===== src/rtl/sn74hc_pkg.sv =====
// Shared constants for the SN74HC165 reader and SN74HC595 writer: 12 MHz defaults,
// reader FSM encoding and the serial bit-order convention.
package sn74hc_pkg;

  localparam int unsigned DefClkDiv        = 12;
  localparam int unsigned DefScanPeriod    = 12000;
  localparam int unsigned DefDebounceScans = 10;

  localparam logic [1:0] StIdle  = 2'd0;
  localparam logic [1:0] StLoad  = 2'd1;
  localparam logic [1:0] StShift = 2'd2;
  localparam logic [1:0] StDone  = 2'd3;

  // Both '165 and '595 move data MSB first: serial bit 0 on the wire is index N_BITS-1.
  localparam bit MsbFirst = 1'b1;

  function automatic int unsigned bit_index_width(input int unsigned n_bits);
    return (n_bits > 1) ? $clog2(n_bits) : 1;
  endfunction

endpackage


===== src/rtl/sn74hc165_key_reader_if.sv =====
// Three-wire link between the key reader and an external SN74HC165.
interface sn74hc165_key_reader_if;

  logic SN74HC165_data;
  logic SN74HC165_clk;
  logic SN74HC165_load_n;

  modport master (
    input  SN74HC165_data,
    output SN74HC165_clk,
    output SN74HC165_load_n
  );

  modport slave (
    output SN74HC165_data,
    input  SN74HC165_clk,
    input  SN74HC165_load_n
  );

endinterface


===== src/rtl/sn74hc165_bit_debounce.sv =====
// Per-key debouncer: the stable value changes only after DEBOUNCE_SCANS consecutive
// disagreeing scans; emits a registered level plus one-cycle press/release pulses.
module sn74hc165_bit_debounce
  import sn74hc_pkg::*;
#(
  parameter int unsigned DEBOUNCE_SCANS = DefDebounceScans
) (
  input  logic clk,
  input  logic rst_n,
  input  logic update_i,
  input  logic sample_i,
  output logic level_o,
  output logic press_o,
  output logic release_o
);

  localparam int unsigned CntW = $clog2(DEBOUNCE_SCANS + 1);
  localparam logic [CntW-1:0] CntLast = CntW'(DEBOUNCE_SCANS - 1);

  logic [CntW-1:0] cnt_d, cnt_q;
  logic            stable_d, stable_q;
  logic            level_q, press_q, release_q;

  always_comb begin
    cnt_d    = cnt_q;
    stable_d = stable_q;
    if (update_i) begin
      if (sample_i == stable_q) begin
        cnt_d = '0;
      end else if (cnt_q == CntLast) begin
        stable_d = sample_i;
        cnt_d    = '0;
      end else begin
        cnt_d = cnt_q + 1'b1;
      end
    end
  end

  // Inputs are active-low, so the pressed level is the inverted stable value.
  always_ff @(posedge clk or negedge rst_n) begin
    if (!rst_n) begin
      cnt_q     <= '0;
      stable_q  <= 1'b1;
      level_q   <= 1'b0;
      press_q   <= 1'b0;
      release_q <= 1'b0;
    end else begin
      cnt_q     <= cnt_d;
      stable_q  <= stable_d;
      level_q   <= ~stable_d;
      press_q   <= stable_q & ~stable_d;
      release_q <= ~stable_q & stable_d;
    end
  end

  assign level_o   = level_q;
  assign press_o   = press_q;
  assign release_o = release_q;

endmodule


===== src/rtl/sn74hc165_key_reader.sv =====
// Periodically loads and shifts an SN74HC165 (MSB first), then debounces every key
// input and reports levels, edge pulses and a per-scan done strobe.
module sn74hc165_key_reader
  import sn74hc_pkg::*;
#(
  parameter int unsigned N_BITS         = 8,
  parameter int unsigned CLK_DIV        = DefClkDiv,
  parameter int unsigned SCAN_PERIOD    = DefScanPeriod,
  parameter int unsigned DEBOUNCE_SCANS = DefDebounceScans
) (
  input  logic                  clk,
  input  logic                  rst_n,
  sn74hc165_key_reader_if.master sr_bus,
  output logic [N_BITS-1:0]     key_level,
  output logic [N_BITS-1:0]     key_press_pulse,
  output logic [N_BITS-1:0]     key_release_pulse,
  output logic                  scan_done
);

  localparam int unsigned TimerW = $clog2(SCAN_PERIOD);
  localparam int unsigned PhaseW = $clog2(CLK_DIV);
  localparam int unsigned IdxW   = bit_index_width(N_BITS);
  localparam int unsigned Half   = CLK_DIV / 2;

  localparam logic [TimerW-1:0] TimerLast   = TimerW'(SCAN_PERIOD - 1);
  localparam logic [PhaseW-1:0] PhaseLast   = PhaseW'(CLK_DIV - 1);
  localparam logic [PhaseW-1:0] PhaseSample = PhaseW'(Half - 1);
  localparam logic [PhaseW-1:0] PhaseRise   = PhaseW'(Half);
  localparam logic [IdxW-1:0]   IdxFirst    = IdxW'(N_BITS - 1);

  logic [TimerW-1:0] timer_d, timer_q;
  logic [1:0]        state_d, state_q;
  logic [PhaseW-1:0] phase_d, phase_q;
  logic [IdxW-1:0]   idx_d, idx_q;
  logic [N_BITS-1:0] shadow_d, shadow_q;
  logic              load_n_q, cp_q;
  logic              tick;

  assign tick    = (timer_q == TimerLast);
  assign timer_d = tick ? '0 : timer_q + 1'b1;

  always_comb begin
    state_d  = state_q;
    phase_d  = phase_q;
    idx_d    = idx_q;
    shadow_d = shadow_q;
    unique case (state_q)
      StIdle: begin
        // Ticks arriving mid-scan are dropped: only IDLE reacts to them.
        if (tick) begin
          state_d = StLoad;
          phase_d = '0;
        end
      end
      StLoad: begin
        if (phase_q == PhaseLast) begin
          state_d = StShift;
          phase_d = '0;
          idx_d   = IdxFirst;
        end else begin
          phase_d = phase_q + 1'b1;
        end
      end
      StShift: begin
        // Q7 is captured just before CP rises, so the first sample is input H.
        if (phase_q == PhaseSample) begin
          shadow_d[idx_q] = sr_bus.SN74HC165_data;
        end
        if (phase_q == PhaseLast) begin
          phase_d = '0;
          if (idx_q == '0) begin
            state_d = StDone;
          end else begin
            idx_d = idx_q - 1'b1;
          end
        end else begin
          phase_d = phase_q + 1'b1;
        end
      end
      StDone: begin
        state_d = StIdle;
      end
      default: begin
        state_d = StIdle;
      end
    endcase
  end

  // Pin drivers are registered from next-state so the '165 never sees decode glitches.
  always_ff @(posedge clk or negedge rst_n) begin
    if (!rst_n) begin
      timer_q  <= '0;
      state_q  <= StIdle;
      phase_q  <= '0;
      idx_q    <= '0;
      shadow_q <= '1;
      load_n_q <= 1'b1;
      cp_q     <= 1'b0;
    end else begin
      timer_q  <= timer_d;
      state_q  <= state_d;
      phase_q  <= phase_d;
      idx_q    <= idx_d;
      shadow_q <= shadow_d;
      load_n_q <= (state_d != StLoad);
      cp_q     <= (state_d == StShift) && (phase_d >= PhaseRise);
    end
  end

  assign sr_bus.SN74HC165_load_n = load_n_q;
  assign sr_bus.SN74HC165_clk    = cp_q;
  assign scan_done               = (state_q == StDone);

  for (genvar i = 0; i < N_BITS; i++) begin : g_bit
    sn74hc165_bit_debounce #(
      .DEBOUNCE_SCANS(DEBOUNCE_SCANS)
    ) u_debounce (
      .clk       (clk),
      .rst_n     (rst_n),
      .update_i  (scan_done),
      .sample_i  (shadow_q[i]),
      .level_o   (key_level[i]),
      .press_o   (key_press_pulse[i]),
      .release_o (key_release_pulse[i])
    );
  end

endmodule


===== src/flat_wrapper.sv =====
// flat-port wrapper written by rule: the top's interface ports become plain ports
module sn74hc165_key_reader_flat import sn74hc_pkg::*;
#(
  parameter int unsigned N_BITS         = 8,
  parameter int unsigned CLK_DIV        = DefClkDiv,
  parameter int unsigned SCAN_PERIOD    = DefScanPeriod,
  parameter int unsigned DEBOUNCE_SCANS = DefDebounceScans
)
  (clk, rst_n, key_level, key_press_pulse, key_release_pulse, scan_done, sr_bus_SN74HC165_data, sr_bus_SN74HC165_clk, sr_bus_SN74HC165_load_n);
  sn74hc165_key_reader_if sr_bus_i ();
  input  logic clk;
  input  logic rst_n;
  output logic [N_BITS-1:0] key_level;
  output logic [N_BITS-1:0] key_press_pulse;
  output logic [N_BITS-1:0] key_release_pulse;
  output logic scan_done;
  input wire logic [$bits(sr_bus_i.SN74HC165_data)-1:0] sr_bus_SN74HC165_data;
  output wire logic [$bits(sr_bus_i.SN74HC165_clk)-1:0] sr_bus_SN74HC165_clk;
  output wire logic [$bits(sr_bus_i.SN74HC165_load_n)-1:0] sr_bus_SN74HC165_load_n;
  assign sr_bus_i.SN74HC165_data = sr_bus_SN74HC165_data;
  assign sr_bus_SN74HC165_clk = sr_bus_i.SN74HC165_clk;
  assign sr_bus_SN74HC165_load_n = sr_bus_i.SN74HC165_load_n;
  sn74hc165_key_reader #(.N_BITS(N_BITS), .CLK_DIV(CLK_DIV), .SCAN_PERIOD(SCAN_PERIOD), .DEBOUNCE_SCANS(DEBOUNCE_SCANS)) u_core (.clk(clk), .rst_n(rst_n), .sr_bus(sr_bus_i), .key_level(key_level), .key_press_pulse(key_press_pulse), .key_release_pulse(key_release_pulse), .scan_done(scan_done));
endmodule

===== config.mk =====
export PLATFORM = sky130hd
export DESIGN_NAME = sn74hc165_key_reader_flat
export DESIGN_NICKNAME = d
export VERILOG_FILES = /design/src/rtl/sn74hc_pkg.sv /design/src/rtl/sn74hc165_key_reader_if.sv /design/src/rtl/sn74hc165_bit_debounce.sv /design/src/rtl/sn74hc165_key_reader.sv /design/src/flat_wrapper.sv
export SDC_FILE = /design/constraint.sdc
export NUM_CORES = 1
export LEC_CHECK = 0
export ABC_AREA = 0
export CAP_MARGIN = 20
export CORE_MARGIN = 2
export CORE_UTILIZATION = 25
export DETAILED_ROUTE_END_ITERATION = 16
export DONT_BUFFER_PORTS = 1
export PLACE_DENSITY = 0.48
export SYNTH_ARGS = -nofsm -noshare
export SYNTH_HDL_FRONTEND = slang
export SYNTH_SLANG_ARGS = --single-unit

===== constraint.sdc =====
create_clock -name clk -period 5.4 [get_ports clk]
set_input_delay 0.81 -clock clk [delete_from_list [all_inputs] [get_ports clk]]
set_output_delay 0.81 -clock clk [all_outputs]
set_load 0.02 [all_outputs]

==> After elaboration in Yosys (flattened, before gate mapping) <==
Cells that the tools add are included.
{ "word_totals": {"out_inout_bits": 27, "input_bits": 3, "ff_bits": 97} }
{ "classes": {"n_bitwise": 32, "order_cmp": 3, "muxes": 56, "n_eq_ne": 27, "n_addsub": 11, "n_reduce_logical": 8} }
{ "ops": {"columns": ["operator", "count"], "rows": [
  ["$mux W4", 18],
  ["$add A4 B1 Y4 const B", 9],
  ["$eq A4 B4 Y1 const B", 9],
  ["$mux W1", 25],
  ["$and A1 B1 Y1", 16],
  ["$not A1 Y1", 16],
  ["$add A14 B1 Y14 const B", 1],
  ["$eq A14 B14 Y1 const B", 1],
  ["$mux W14", 1],
  ["$mux W3", 3],
  ["$bwmux W8", 1],
  ["$eq A1 B1 Y1", 8],
  ["$mux W2", 4],
  ["$pmux W2 S4", 1],
  ["$pmux W4 S2", 1],
  ["$eq A2 B2 Y1 const B", 3],
  ["$ne A2 B1 Y1 const B", 3],
  ["$pmux W3 S2", 1],
  ["$eq A4 B3 Y1 const B", 1],
  ["$ge A4 B3 Y1 const B", 1],
  ["$lt A3 B4 Y1 const B", 1],
  ["$reduce_and A4 Y1", 1],
  ["$demux W1 S3", 1],
  ["$ge A3 B1 Y1 const B", 1],
  ["9 further kinds", 10]
]} }

==> Longest topological paths before layout <==
{ "logic_depth": {"word_depth": 6, "depth_mapped": 8} }

==> Hierarchy <==
Synthesis repeated with hierarchy kept, for this count alone.
{ "unflattened": {"hier_cells": 438, "area_unflattened_um2": 4850.9} }
{ "by_module_without_submodules": {"columns": ["mod", "area_per_inst_um2", "n_inst", "cells_per_inst"], "rows": [
  ["sn74hc165_bit_debounce", 390.4, 8, 34],
  ["sn74hc165_key_reader", 1727.9, 1, 166]
]} }

==> Worst setup path before layout <==
OpenSTA, ideal clock, no wires.
{ "synth_path": {"kind": "register to register", "from": "reg u_core.state_q[0]", "to": "reg u_core.shadow_q[0]", "stages_incl_launch_ff": 7, "setup_slack_ps": 3496, "n_path_buf": 0, "arrival_ps": 1819, "period_less_slack_ps": 1904, "setup_ps": 85, "path_cell_list": "dfrtp_1 -> inv_1 -> ha_1 -> inv_2 -> or4_4 -> nor3_1 -> mux2_1"} }
{ "synth_between": {"elab_chain_len": 2} }
{ "synth_rtl": {"columns": ["item", "line_no", "text"], "rows": [
  ["start, declared", "sn74hc165_key_reader.sv:32", "logic [1:0] state_d, state_q;"],
  ["start signal, assigned", "sn74hc165_key_reader.sv:93", "state_q <= StIdle;"],
  ["start signal, assigned", "sn74hc165_key_reader.sv:101", "state_q <= state_d;"],
  ["$eq A2 B2 Y1", "sn74hc165_key_reader.sv:47", "unique case (state_q)"],
  ["$reduce_and A2 Y1 (no source line)", null, null],
  ["end signal, assigned", "sn74hc165_key_reader.sv:104", "shadow_q <= shadow_d;"],
  ["end, declared", "sn74hc165_key_reader.sv:35", "logic [N_BITS-1:0] shadow_d, shadow_q;"]
]} }
Every way passes these cells.
A chain may end at the register's enable or synchronous reset.

==> Worst setup path after layout <==
{ "layout_path": {"from": "reg u_core.state_q[1]", "to": "reg u_core.cp_q, in the netlist u_core.sr_bus.SN74HC165_clk"} }
{ "layout_between": {"word_cells_on_any_way": 14, "cone_classes": "order compare: 1; eq/ne: 4; mux: 6; reduce/logical: 3"} }
{ "layout_lines": {"columns": ["item", "line_no", "text"], "rows": [
  ["$eq A2 B2 Y1", null, null],
  ["named net scan_done", "flat_wrapper.sv:16", "output logic scan_done;"],
  ["$pmux W2 S4", "sn74hc165_key_reader.sv:47", null],
  ["$eq A2 B2 Y1", "sn74hc165_key_reader.sv:106", "cp_q <= (state_d == StShift) && (phase_d >= PhaseRise);"],
  ["$logic_and A1 B1 Y1", "sn74hc165_key_reader.sv:106", null],
  ["end signal, assigned", "sn74hc165_key_reader.sv:106", null],
  ["end, declared", "sn74hc165_key_reader.sv:36", "logic load_n_q, cp_q;"]
]} }
The timed path passes the listed nets, and every way through them passes these cells.

==> flow_metrics.env <==
export IMPL_final_core_util=0.276
export IMPL_fin_area_um2=5140
export IMPL_endpoint="u_core.sr_bus.SN74HC165_clk$_DFF_PN0_"
export IMPL_gp_congestion=0.762
export IMPL_antenna_found_initial=0
export IMPL_dpl_cell_count=654
export IMPL_slowest_delay_ns=0.83
export IMPL_syn_nets=482
export IMPL_rows=50
export IMPL_p_clk_frac=0.483
export IMPL_seq_power_share=0.513
export IMPL_worstReg2RegStart="u_core.state_q[1]$_DFF_PN0_"
export IMPL_slew_headroom=0.356
export IMPL_synth_cell_types=50
export IMPL_netlist_area_leader_share=0.422
export IMPL_ys_warn_count=0
export IMPL_critPathCaptureType="flip-flop"
export IMPL_detail_route_vias_per_cell=4.53
export IMPL_drtAntennaViolNets=0
export IMPL_post_cts_buffers=0
export IMPL_start_kind="flip-flop"
export IMPL_numCtsBuffers=9
export IMPL_path_max_fanout=46
export IMPL_cts_sinks=97
export IMPL_switchingPower_uw=279
export IMPL_io_buffers=0
export IMPL_reg2reg_slack_ns=2.41
export IMPL_dieArea_um2=20100
export IMPL_clk_root_buffer_cell="clkbuf_16"
export IMPL_r2r_end="u_core.sr_bus.SN74HC165_clk$_DFF_PN0_"
export IMPL_synth_ff_type="dfrtp_1"
export IMPL_drtPass1Iterations=4
export IMPL_totalWireLength_mm=8.71
export IMPL_finalHoldViolations=0
export IMPL_setup_violations_final=0
export IMPL_crit_slowest_cell="ha_2"
export IMPL_grt_pass1_wl_mm=14.9
export IMPL_ctsResizeCount=0
export IMPL_path_cells="ha_2 > clkinv_1 > a31oi_1 > a21oi_1 > a21o_1 > o211a_1"
export IMPL_num_vias=3030
export IMPL_ys_seq_elements=97
export IMPL_initial_utilization=0.255
export IMPL_ios=30
export IMPL_seq_area_frac_synth=0.516
export IMPL_ff2ff_path_depth=6
export IMPL_power_frac_comb=0.004
export IMPL_p_per_area_nw_per_um2=278
export IMPL_drt_iter0_drc=202
export IMPL_period_share=0.555
export IMPL_drv_cap=0
export IMPL_syn_instance_count=454
export IMPL_post_drt_wl_per_cell_um=13.0
export IMPL_swShare=0.195
export IMPL_synth_edff_count=0
export IMPL_grt_overflow=0
export IMPL_fin_skew_ns=0.00627
export IMPL_fin_setup_tns_ns=0
export IMPL_die_x_um=142
export IMPL_fin_cells=669
export IMPL_tightest_slew_ns=0.966
export IMPL_finalNetCount=459
export IMPL_netlist_area_um2=4750
export IMPL_cts_clk_slew_worst_paths_ns=0.07
export IMPL_total_power_mw=1.43
export IMPL_timing_critical_path_required_ns=5.63
export IMPL_drc=0
export IMPL_die_h_um=142
export IMPL_setup_worst_path_start="u_core.state_q[1]$_DFF_PN0_"
export IMPL_grtUsageTotal=0.0932
export IMPL_dpl_instance_area_um2=4820
export IMPL_drive_above_1_share=0.115
export IMPL_synth_top_area_cell="dfrtp_1"
export IMPL_cp_arrival_ns=3.23
export IMPL_hp_class="primary input to async pin"
export IMPL_outcome="completed"
export IMPL_antenna_cells=0
export IMPL_drv_slew=0
export IMPL_rsz0062_at_grt="false"
export IMPL_area_growth_pct=8.20
export IMPL_cts_htree_levels=3
export IMPL_holdBufCountCts=0
export IMPL_p_leak_nw=2.31
export IMPL_fin_crit_ns=2.99
export IMPL_insertion_delay_ns=0.34
export IMPL_clock_fmax_ghz=0.334
export IMPL_crit_type="flip-flop to flip-flop"
export IMPL_synthArstFlopShare=1.00
export IMPL_hpwl_mm=5.78
export IMPL_grt_max_degree=98
export IMPL_core_um2=18600
export IMPL_ys_top_cells_by_area="dfrtp_1 (42%), dfstp_2 (9.4%), ha_1 (6.6%)"
export IMPL_avgSynthCellArea_um2=10.5
export IMPL_ir_drop_mv=0.164
export IMPL_cts_path_max_buffers=2
export IMPL_grt_pass1_vias=2984
export IMPL_intPower_mw=1.15
export IMPL_cts_tree="yes"
## synth_stat cells (8+ instances only)
cell type and number:
nand2_1 44, xor2_1 12, nand3_1 21, nor3b_1 16, mux2i_1 8, nor2_1 27
o21ai_0 36, nor3_1 8, mux2_2 12, dfrtp_1 80, ha_1 25, buf_4 24
nand2b_1 9, dfstp_2 17, inv_1 26, o22ai_1 9, a21oi_1 11
## metal layers
layer  vias up  part of all wire  routed length (um)  GRT usage
li1       1500                 -                   -          -
met1      1491              0.48                4150      0.115
met2        37              0.49                4230      0.150
met3         2             0.035                 304     0.0381
met4         0            0.0029                  25     0.0263
met5         -                 0                   0          0
## worst min-delay path by stage
stage                                start  slack (ns)                            to
2_1_floorplan  u_core.timer_q[0]$_DFF_PN0_        0.45   u_core.timer_q[0]$_DFF_PN0_
3_3_place_gp   u_core.timer_q[0]$_DFF_PN0_        0.48   u_core.timer_q[0]$_DFF_PN0_
3_5_place_dp   u_core.timer_q[0]$_DFF_PN0_        0.49   u_core.timer_q[0]$_DFF_PN0_
4_1_cts                              rst_n        0.13   u_core.timer_q[8]$_DFF_PN0_
5_1_grt                              rst_n        0.13  u_core.timer_q[12]$_DFF_PN0_
6_report                             rst_n        0.15   u_core.timer_q[1]$_DFF_PN0_
## cell families (layout without fill, tap and decap cells)
family | after synthesis | after routing | synth area share
compound gates | 72 | 72 | 0.0891
xor+xnor | 18 | 18 | 0.0332
fa+ha+maj | 25 | 25 | 0.0659
buf+inv | 62 | 43 | 0.0693
flops | 97 | 97 | 0.516
mux | 24 | 24 | 0.0548
simple gates | 156 | 156 | 0.172
## layout by cell type, fill, tap and decap left out, types with 2 or more instances in the layout
cell	Yosys	layout
nand2_1	44	44
nand3_1	21	21
bufinv_16	0	2
nand3b_1	2	2
nand4_1	4	4
ha_1	25	24
mux2i_1	8	8
nand4b_1	4	4
dfstp_2	17	17
nor2_1	27	27
nand2b_1	9	9
mux2_1	4	4
xor2_1	12	12
o2bb2ai_1	4	4
clkbuf_16	0	9
or3_1	2	2
or2_2	2	2
o21ai_0	36	36
nor2b_1	4	4
o22ai_1	9	9
dfrtp_1	80	80
a31oi_1	2	2
nor3b_1	16	16
and3_1	6	6
xnor2_1	6	6
a21oi_1	11	11
clkinv_2	0	2
mux2_2	12	12
nor3_1	8	8
inv_1	26	26
## final cells by class
| cell class | instances | area (um2) |
|---|---|---|
| multi-input cells | 295 | 1970 |
| inverters | 28 | 105 |
| flip-flops and latches | 97 | 2450 |
| clock buffers | 10 | 239 |
| well taps | 234 | 293 |
| clock inverters | 5 | 78.8 |
| fillers | 1936 | 13500 |
## state kept, by name, summed over array words and instances (netlist names), 2 cells and up
| signal | count |
|---|---|
| u_core.g_bit.u_debounce.press_o | 8 |
| u_core.g_bit.u_debounce.cnt_q | 32 |
| u_core.idx_q | 3 |
| u_core.timer_q | 14 |
| u_core.phase_q | 4 |
| u_core.state_q | 2 |
| u_core.g_bit.u_debounce.level_o | 8 |
| u_core.g_bit.u_debounce.stable_q | 8 |
| u_core.shadow_q | 8 |
| u_core.g_bit.u_debounce.release_o | 8 |
## stage by stage
stage,hold WS (ns),worst slack [ns]
finish,0.155,2.41
global route,0.125,2.05
CTS,0.131,2.33
detailed placement,0.485,2.33
global placement,0.477,2.47
floorplan,0.453,3.50
## power groups by stage
stage | combinational [mW] | sequential [mW] | clock [mW]
after global placement | 0.00582 | 0.745 | 0
after detailed placement | 0.00595 | 0.745 | 0
after global routing | 0.00661 | 0.732 | 0.747
final | 0.00596 | 0.732 | 0.689
after CTS | 0.00600 | 0.732 | 0.717
after floorplan | 0.00498 | 0.745 | 0
## critical path, delay by kind of cell (launching register included)
kind	cells	cell delay, ns
fa+ha+maj	1	0.83
flops	1	0.40
buf+inv	1	0.83
compound gates	4	0.79
Note: power is estimated with default switching activity, not from simulation.
